`config.mk`:
```
export PLATFORM = sky130hd
export DESIGN_NAME = mic_frame_reader
export DESIGN_NICKNAME = d
export VERILOG_FILES = /design/src/rtl/mic_frame_reader.sv
export SDC_FILE = /design/constraint.sdc
export NUM_CORES = 1
export LEC_CHECK = 0
export CAP_MARGIN = 20
export CORE_MARGIN = 2
export CORE_UTILIZATION = 45
export CTS_BUF_LIST = sky130_fd_sc_hd__clkbuf_8
export DETAILED_ROUTE_END_ITERATION = 7
export GPL_TIMING_DRIVEN = 0
export HOLD_SLACK_MARGIN = 0.06
export MAX_ROUTING_LAYER = met4
export PLACE_DENSITY_LB_ADDON = 0.1
export SYNTH_ARGS = -nofsm -noshare
export SYNTH_HDL_FRONTEND = slang
export SYNTH_SLANG_ARGS = --single-unit
```
`constraint.sdc`:
```
create_clock -name clk_clk -period 2.6 [get_ports clk_clk]
set_clock_uncertainty 0.2 [all_clocks]
set_input_delay 0.52 -clock clk_clk [delete_from_list [all_inputs] [get_ports clk_clk]]
set_output_delay 0.52 -clock clk_clk [all_outputs]
set_load 0.03 [all_outputs]
```
`src/rtl/mic_frame_reader.sv`:
```
// Mailbox consumer for microphone frames: polls the flag word, streams packed
// 16-bit PCM samples out on Avalon-ST, then clears the flag to release the producer.
module mic_frame_reader #(
  parameter int MIC_N     = 2,
  parameter int ADDR_W    = 10,
  parameter int ADDR_LAST = 1023,
  localparam int CH_W     = (MIC_N > 2) ? $clog2(MIC_N) : 1
) (
  input  logic              clk_clk,
  input  logic              reset_reset_n,
  input  logic              irq_in,
  output logic [ADDR_W-1:0] ram_address,
  output logic              ram_chipselect,
  output logic              ram_write,
  output logic [31:0]       ram_writedata,
  output logic [3:0]        ram_byteenable,
  input  logic [31:0]       ram_readdata,
  output logic [15:0]       av_st_out_data,
  output logic              av_st_out_valid,
  input  logic              av_st_out_ready,
  output logic              av_st_out_startofpacket,
  output logic              av_st_out_endofpacket,
  output logic [CH_W-1:0]   av_st_out_channel,
  output logic [15:0]       frame_count,
  output logic              busy
);

  localparam int W = (MIC_N + 1) / 2;
  localparam logic [ADDR_W-1:0] FLAG_ADDR = ADDR_W'(ADDR_LAST);

  typedef enum logic [3:0] {
    IDLE, POLL_REQ, POLL_CHK, RD_REQ, RD_CAP, EMIT_LO, EMIT_HI, RELEASE, DONE
  } state_t;

  state_t            state_reg, state_next;
  logic [ADDR_W-1:0] idx_reg, idx_next;
  logic [ADDR_W-1:0] addr_reg, addr_next;
  logic [31:0]       hold_reg, hold_next;
  logic [31:0]       wdata_reg, wdata_next;
  logic [15:0]       fc_reg, fc_next;

  logic lo_last, hi_last, hi_eop;

  // Frame-boundary decodes on the current word index
  assign lo_last = (32'(idx_reg) * 32'd2 + 32'd1) == 32'(MIC_N);
  assign hi_eop  = (32'(idx_reg) * 32'd2 + 32'd2) == 32'(MIC_N);
  assign hi_last = 32'(idx_reg) == 32'(W - 1);

  always_ff @(posedge clk_clk or negedge reset_reset_n) begin
    if (!reset_reset_n) begin
      state_reg <= IDLE;
      idx_reg   <= '0;
      addr_reg  <= '0;
      hold_reg  <= '0;
      wdata_reg <= '0;
      fc_reg    <= '0;
    end else begin
      state_reg <= state_next;
      idx_reg   <= idx_next;
      addr_reg  <= addr_next;
      hold_reg  <= hold_next;
      wdata_reg <= wdata_next;
      fc_reg    <= fc_next;
    end
  end

  always_comb begin
    state_next              = state_reg;
    idx_next                = idx_reg;
    addr_next               = addr_reg;
    hold_next               = hold_reg;
    wdata_next              = wdata_reg;
    fc_next                 = fc_reg;
    ram_chipselect          = 1'b0;
    ram_write               = 1'b0;
    av_st_out_valid         = 1'b0;
    av_st_out_data          = '0;
    av_st_out_channel       = '0;
    av_st_out_startofpacket = 1'b0;
    av_st_out_endofpacket   = 1'b0;

    case (state_reg)
      IDLE: begin
        if (irq_in) begin
          addr_next  = FLAG_ADDR;
          state_next = POLL_REQ;
        end
      end
      POLL_REQ: begin
        ram_chipselect = 1'b1;
        state_next     = POLL_CHK;
      end
      POLL_CHK: begin
        // A zero flag means the interrupt did not announce a frame
        if (ram_readdata == 32'd0) begin
          state_next = IDLE;
        end else begin
          idx_next   = '0;
          addr_next  = '0;
          state_next = RD_REQ;
        end
      end
      RD_REQ: begin
        ram_chipselect = 1'b1;
        state_next     = RD_CAP;
      end
      RD_CAP: begin
        hold_next  = ram_readdata;
        state_next = EMIT_LO;
      end
      EMIT_LO: begin
        av_st_out_valid         = 1'b1;
        av_st_out_data          = hold_reg[15:0];
        av_st_out_channel       = CH_W'({idx_reg, 1'b0});
        av_st_out_startofpacket = (idx_reg == '0);
        av_st_out_endofpacket   = lo_last;
        if (av_st_out_ready) begin
          if (lo_last) begin
            addr_next  = FLAG_ADDR;
            wdata_next = '0;
            state_next = RELEASE;
          end else begin
            state_next = EMIT_HI;
          end
        end
      end
      EMIT_HI: begin
        av_st_out_valid       = 1'b1;
        av_st_out_data        = hold_reg[31:16];
        av_st_out_channel     = CH_W'({idx_reg, 1'b1});
        av_st_out_endofpacket = hi_eop;
        if (av_st_out_ready) begin
          if (hi_last) begin
            addr_next  = FLAG_ADDR;
            wdata_next = '0;
            state_next = RELEASE;
          end else begin
            idx_next   = idx_reg + ADDR_W'(1);
            addr_next  = idx_reg + ADDR_W'(1);
            state_next = RD_REQ;
          end
        end
      end
      RELEASE: begin
        ram_chipselect = 1'b1;
        ram_write      = 1'b1;
        state_next     = DONE;
      end
      DONE: begin
        fc_next    = fc_reg + 16'd1;
        state_next = IDLE;
      end
      default: state_next = IDLE;
    endcase
  end

  assign ram_address    = addr_reg;
  assign ram_writedata  = wdata_reg;
  assign ram_byteenable = 4'b1111;
  assign frame_count    = fc_reg;
  assign busy           = (state_reg != IDLE);

endmodule

```
After elaboration in Yosys (flattened, before gate mapping)
Index checks and enable logic that the tools add are counted.
{"block": "classes", "multipliers": 0, "n_eq_ne": 17, "reduce_logical": 13, "order_cmp": 0, "n_bitwise": 0, "n_div": 0, "n_shift": 0, "mux": 29, "n_addsub": 4}
{"operator": "32-bit two-way mux", "n": 4}
{"operator": "10-bit two-way mux", "n": 8}
{"operator": "32-bit case mux with 2 select lines", "n": 1}
{"operator": "10-bit case mux with 4 select lines", "n": 1}
{"operator": "32-bit zero test", "n": 1}
{"operator": "16-bit case mux with 2 select lines", "n": 1}
{"operator": "4-bit case mux with 8 select lines", "n": 1}
{"operator": "12-bit by 2-bit equality test with 1-bit output (second input constant)", "n": 2}
{"operator": "10-bit case mux with 2 select lines", "n": 1}
{"operator": "16-bit by 1-bit adder with 16-bit output (second input constant)", "n": 1}
{"operator": "4-bit by 3-bit equality test with 1-bit output (second input constant)", "n": 4}
{"operator": "2-bit inequality test (second input constant)", "n": 7}
{"operator": "11-bit by 1-bit adder with 12-bit output (second input constant)", "n": 1}
{"operator": "11-bit by 2-bit adder with 12-bit output (second input constant)", "n": 1}
{"operator": "4-bit two-way mux", "n": 3}
{"operator": "10-bit by 1-bit adder with 10-bit output (second input constant)", "n": 1}
{"operator": "10-bit zero test", "n": 1}
{"operator": "4-bit by 2-bit equality test with 1-bit output (second input constant)", "n": 2}
{"operator": "4-bit nonzero test", "n": 2}
{"operator": "1-bit two-way mux", "n": 6}
{"operator": "6-bit AND reduction", "n": 1}
{"operator": "5-bit AND reduction", "n": 1}
{"operator": "4-bit by 1-bit equality test with 1-bit output (second input constant)", "n": 1}
{"operator": "4-bit equality test (second input constant)", "n": 1}
{"operator": "9 further kinds", "n": 10}
{"block": "word_totals", "mem_count": 0, "ram_bits": 0, "output_inout_bits": 85, "romBits": 0, "word_cells": 69, "ff_bits": 104, "latch_bits": 0, "input_bits": 36}

Depth between registers and ports, before layout
{"block": "depth", "word_depth": 5, "depth_mapped": 9, "ltp_nobuf": 7}

Worst setup path before layout
OpenSTA, ideal clock, no wires.
{"block": "synth_path", "kind": "reg-to-output", "from": "reg idx_reg[0]", "to": "out av_st_out_endofpacket", "t_arrival_ns": 2.115, "stages_incl_launch_ff": 7, "path_buffers": 0, "path_slack_ns": -0.235, "required_ns": 1.880, "path_cell_list": "dfrtp_1 ha_1 nand2_1 nor2_1 and3_1 o211ai_1 a221oi_1"}
{"block": "synth_via", "elab_chain_len": 3, "word_cells_on_any_way": 5, "classes_between": "2 x add/sub; 2 x eq/ne; 1 x mux"}
{"item": "start, declared", "line_no": "36", "source": "logic [ADDR_W-1:0] idx_reg, idx_next;"}
{"item": "start signal, assigned", "line_no": "59", "source": "idx_reg <= idx_next;"}
{"item": "11-bit by 2-bit adder with 12-bit output / 11-bit by 1-bit adder with 12-bit output (equally long branches)", "line_no": "46, 45"}
{"item": "12-bit by 2-bit equality test with 1-bit output (on tied branches)", "line_no": "46, 45"}
{"item": "1-bit case mux with 2 select lines *", "line_no": "82", "source": "case (state_reg)"}
{"item": "end, declared", "line_no": "22", "source": "output logic av_st_out_endofpacket,"}
Mark *: on every way between the ends. The rest lies on a longest branch, timed or not.

Final worst setup path
Same ends and word-level chain as after synthesis.

==> summary.md <==
| Metric | Value |
|---|---|
| Sink Count | a little over 70 |
| Layout cells sized above 1 | 35.4% |
| Peak Freq | about 360 MHz |
| Final Hold Viols | 0 |
| Antenna Cells | 0 |
| HPWL after DPL | 6200 um |
| PwrDens | 951 nW/um^2 |
| Synthesized flop and latch total | slightly above 70 |
| Max Cap Viol | 0 |
| WL met1 | about 4200 um |
| Max FFs per register | 32 |
| Syn Area/Cell | 10.8 um^2 |
| Failing checks | negative setup slack |
| Rows | 33 |
| Routed WL per cell | 15.2 um |
| DRT Pass-1 Iters | 5 |
| Placed insts | 581 |
| Crit path DAT | between 2 and 2.5 ns |
| Via density | 5.08 |
| Buffer and inverter count on the worst path | 1 |
| Hold Path Stages | 1 |
| Clock buffer depth | 2 |
| GR Util All Layers | 21.0% |
| CP Launch Type | flip-flop |
| Slowest-stage cell, CP | dfrtp_2 |
| Placed Area | 4980 um^2 |
| Reg clk slew, reported paths | 0.08 ns |
| Critical path fanouts, max | 5 |
| Finished Layout Cells | 622 |
| Final Core Density | 67.9% |
| CTS Buf Count | 9 |
| Die W | 96.5 um |
| Root Buffer | clkbuf_8 |
| Port-buffer cells | 84 |
| Largest net degree at the start of global routing | 72 |
| CTS tree | done |
| Max layer used | met4 |
| Core region area | 8260 um^2 |
| Worst skew pair latency | 0.34 ns |
| Cells after Synth | ~360 |
| Stages on the worst setup path | 7 |
| Top FF cell, synth | dfrtp_1 |
| GPL Wtd Cong | 0.880 |
| Antenna viol nets, final | 0 |
| First-pass GRT wire length | about 15,000 um |
| Initial antenna violation count | 0 |
| Synth cell types | 45 |
| Vias | 3,162 |
| Slew Limit Fails | 0 |
| RSZ-0062 raised after global routing | true |
| Routed wl met3 | between 400 and 500 um |
| Setup slack, reg-to-reg | 0.32 ns |
| Iter 0 DRT Violations | between 100 and 150 |
| Reg-to-Reg End | idx_reg[9]$_DFFE_PN0P_ |
| Starting Density | a little under half |
| Tmin final | 2.80 ns |
| Most common cell after layout, fill and taps aside | dfrtp_1 |
| Syn-to-layout area delta | 45.5% |
| Post-route DRC | 0 |
| Reg2reg path depth | 8 |
| Final setup fails | 1 |
| Synthesized cell area | 3850 um^2 |
| Status | finished with violations |
| Die height | just under 100 um |
| GR Overflow Total | 0 |
| Period utilization | 108% |
| Leak Pwr | 0.00254 uW |
| Setup CP Type | reg2out |
| Ys async rst share | 100% |
| Number of synthesized flops with an enable pin | 0 |
| Fillcell total | 672 |
| CP endpoint kind | output port |
| Final worst setup slack | -0.204 ns |
| WHS Endpoint | frame_count[15]$_DFFE_PN0N_ |
| Ys Warns | 0 |
| Design area | 5610 um^2 |
| Die ar. | 9310 um^2 |
| HP Class | reg2reg |
| IO Pins | ~120 |
| Hold Crit Start | frame_count[15]$_DFFE_PN0N_ |
| Vias in the first global route | 2,944 |
| Routed WL | approximately 9500 um |
| CP cell instances | ha_4 > nand2_4 > nor2_4 > nor3_1 > o211ai_1 > a221oi_2 > buf_4 |
| Worst R2R Start | idx_reg[2]$_DFFE_PN0P_ |
| Nets | 555 |
| Max VDD drop | between 0.5 and 0.6 mV |
| Sequential share of the synthesized area | 46.8% |
| CP required | about 1.9 ns |
| CP peak stage delay | 0.46 ns |
| CP top delay family | compound AO/OA/AOI/OAI gates |
| Met2 WL | 4630 um |
| Most frequent cells in the layout | dfrtp_1 (68), buf_4 (66), clkdlybuf4s50_1 (60) |
| H-tree Lvls | 3 |
power by group:
group          switching, uW  internal, uW  leakage (uW)
Sequential               216          1500      0.000889
Clock                    391           436     0.0000935
Combinational           1430          1350       0.00156
Total                   2040          3290       0.00254
kinds of logic (layout without fill, tap and decap cells):
group | after synthesis | after routing | synth area share (%)
AOI/OAI and AO/OA | 54 | 54 | 10.6
xor gates and xnor gates | 24 | 24 | 5.46
adders and majority gates | 4 | 4 | 1.30
buffers and inverters | 65 | 191 | 10.8
DFF | 72 | 72 | 46.8
muxes | 38 | 38 | 11.1
other | 2 | 36 | 0.195
and+or+nand+nor | 98 | 98 | 13.7
routing by layer:
layer  vias to the layer above  track usage [%]
met5                         -                -
met4                         0             7.16
met3                        14             3.18
met2                       107             33.1
met1                      1540             28.1
li1                       1501                -
synth_stat cells, types with 2 or more instances:
library cell	count	area share [%]
o211ai_1	2	0.39
nand4_1	5	0.81
buf_2	11	1.4
buf_6	2	0.58
or3_1	2	0.32
nor3_1	7	0.91
a21oi_1	6	0.78
nor4_1	7	1.1
nor2b_1	3	0.49
xor2_1	8	1.8
mux2_2	37	11
buf_4	38	7.4
a22o_1	16	3.6
nand2_1	19	1.9
and3_1	11	1.8
o21ai_0	10	1.3
xnor2_1	16	3.6
o22a_1	14	3.2
conb_1	2	0.20
ha_1	4	1.3
clkbuf_1	5	0.49
dfrtp_1	72	47
nor2_1	23	2.2
inv_1	7	0.68
nand3_1	10	1.3
stage by stage:
| stage | worst slack [ns] | TNS [ns] | hold slack (ns) | power [uW] |
|---|---|---|---|---|
| CTS | -0.118 | -0.118 | 0.285 | 5260 |
| global placement | -1.71 | -135.63 | 0.264 | 4150 |
| floorplan | 0.0311 | 0 | 0.0244 | 3350 |
| detailed placement | -0.667 | -13.69 | 0.121 | 4190 |
| global route | -0.226 | -0.262 | 0.318 | 5620 |
| finish | -0.204 | -0.204 | 0.279 | 5330 |
worst max path at each step:
stage,endpoint,from
2_1_floorplan,av_st_out_endofpacket,idx_reg[0]$_DFFE_PN0P_
3_3_place_gp,frame_count[6]$_DFFE_PN0N_,reset_reset_n
3_5_place_dp,av_st_out_endofpacket,idx_reg[0]$_DFFE_PN0P_
4_1_cts,av_st_out_endofpacket,idx_reg[1]$_DFFE_PN0P_
5_1_grt,av_st_out_endofpacket,idx_reg[7]$_DFFE_PN0P_
6_report,av_st_out_endofpacket,idx_reg[0]$_DFFE_PN0P_
area by class of cell:
| class | count | area, um^2 | share of cell area [%] |
|---|---|---|---|
| repair inverters | 1 | 8.76 | 0.156 |
| inverters | 8 | 42.5 | 0.759 |
| well taps | 105 | 131 | 2.34 |
| clock buffers | 13 | 179 | 3.19 |
| flip-flops and latches | 72 | 1810 | 32.2 |
| multi-input cells | 254 | 1870 | 33.4 |
| repair buffers | 113 | 1120 | 20.0 |
| plain buffers | 56 | 443 | 7.90 |
repair_timing:
action                                  in CTS  in global routing
pin swaps                                    7                  7
gates cloned                                 2                  2
endpoints found under the setup margin      23                 35
setup buffers                                9                 15
resized for setup                          146                 23
hold endpoints to repair                    72                  0
hold buffers                                 1                  0
Power figures use the tool's default switching activity.
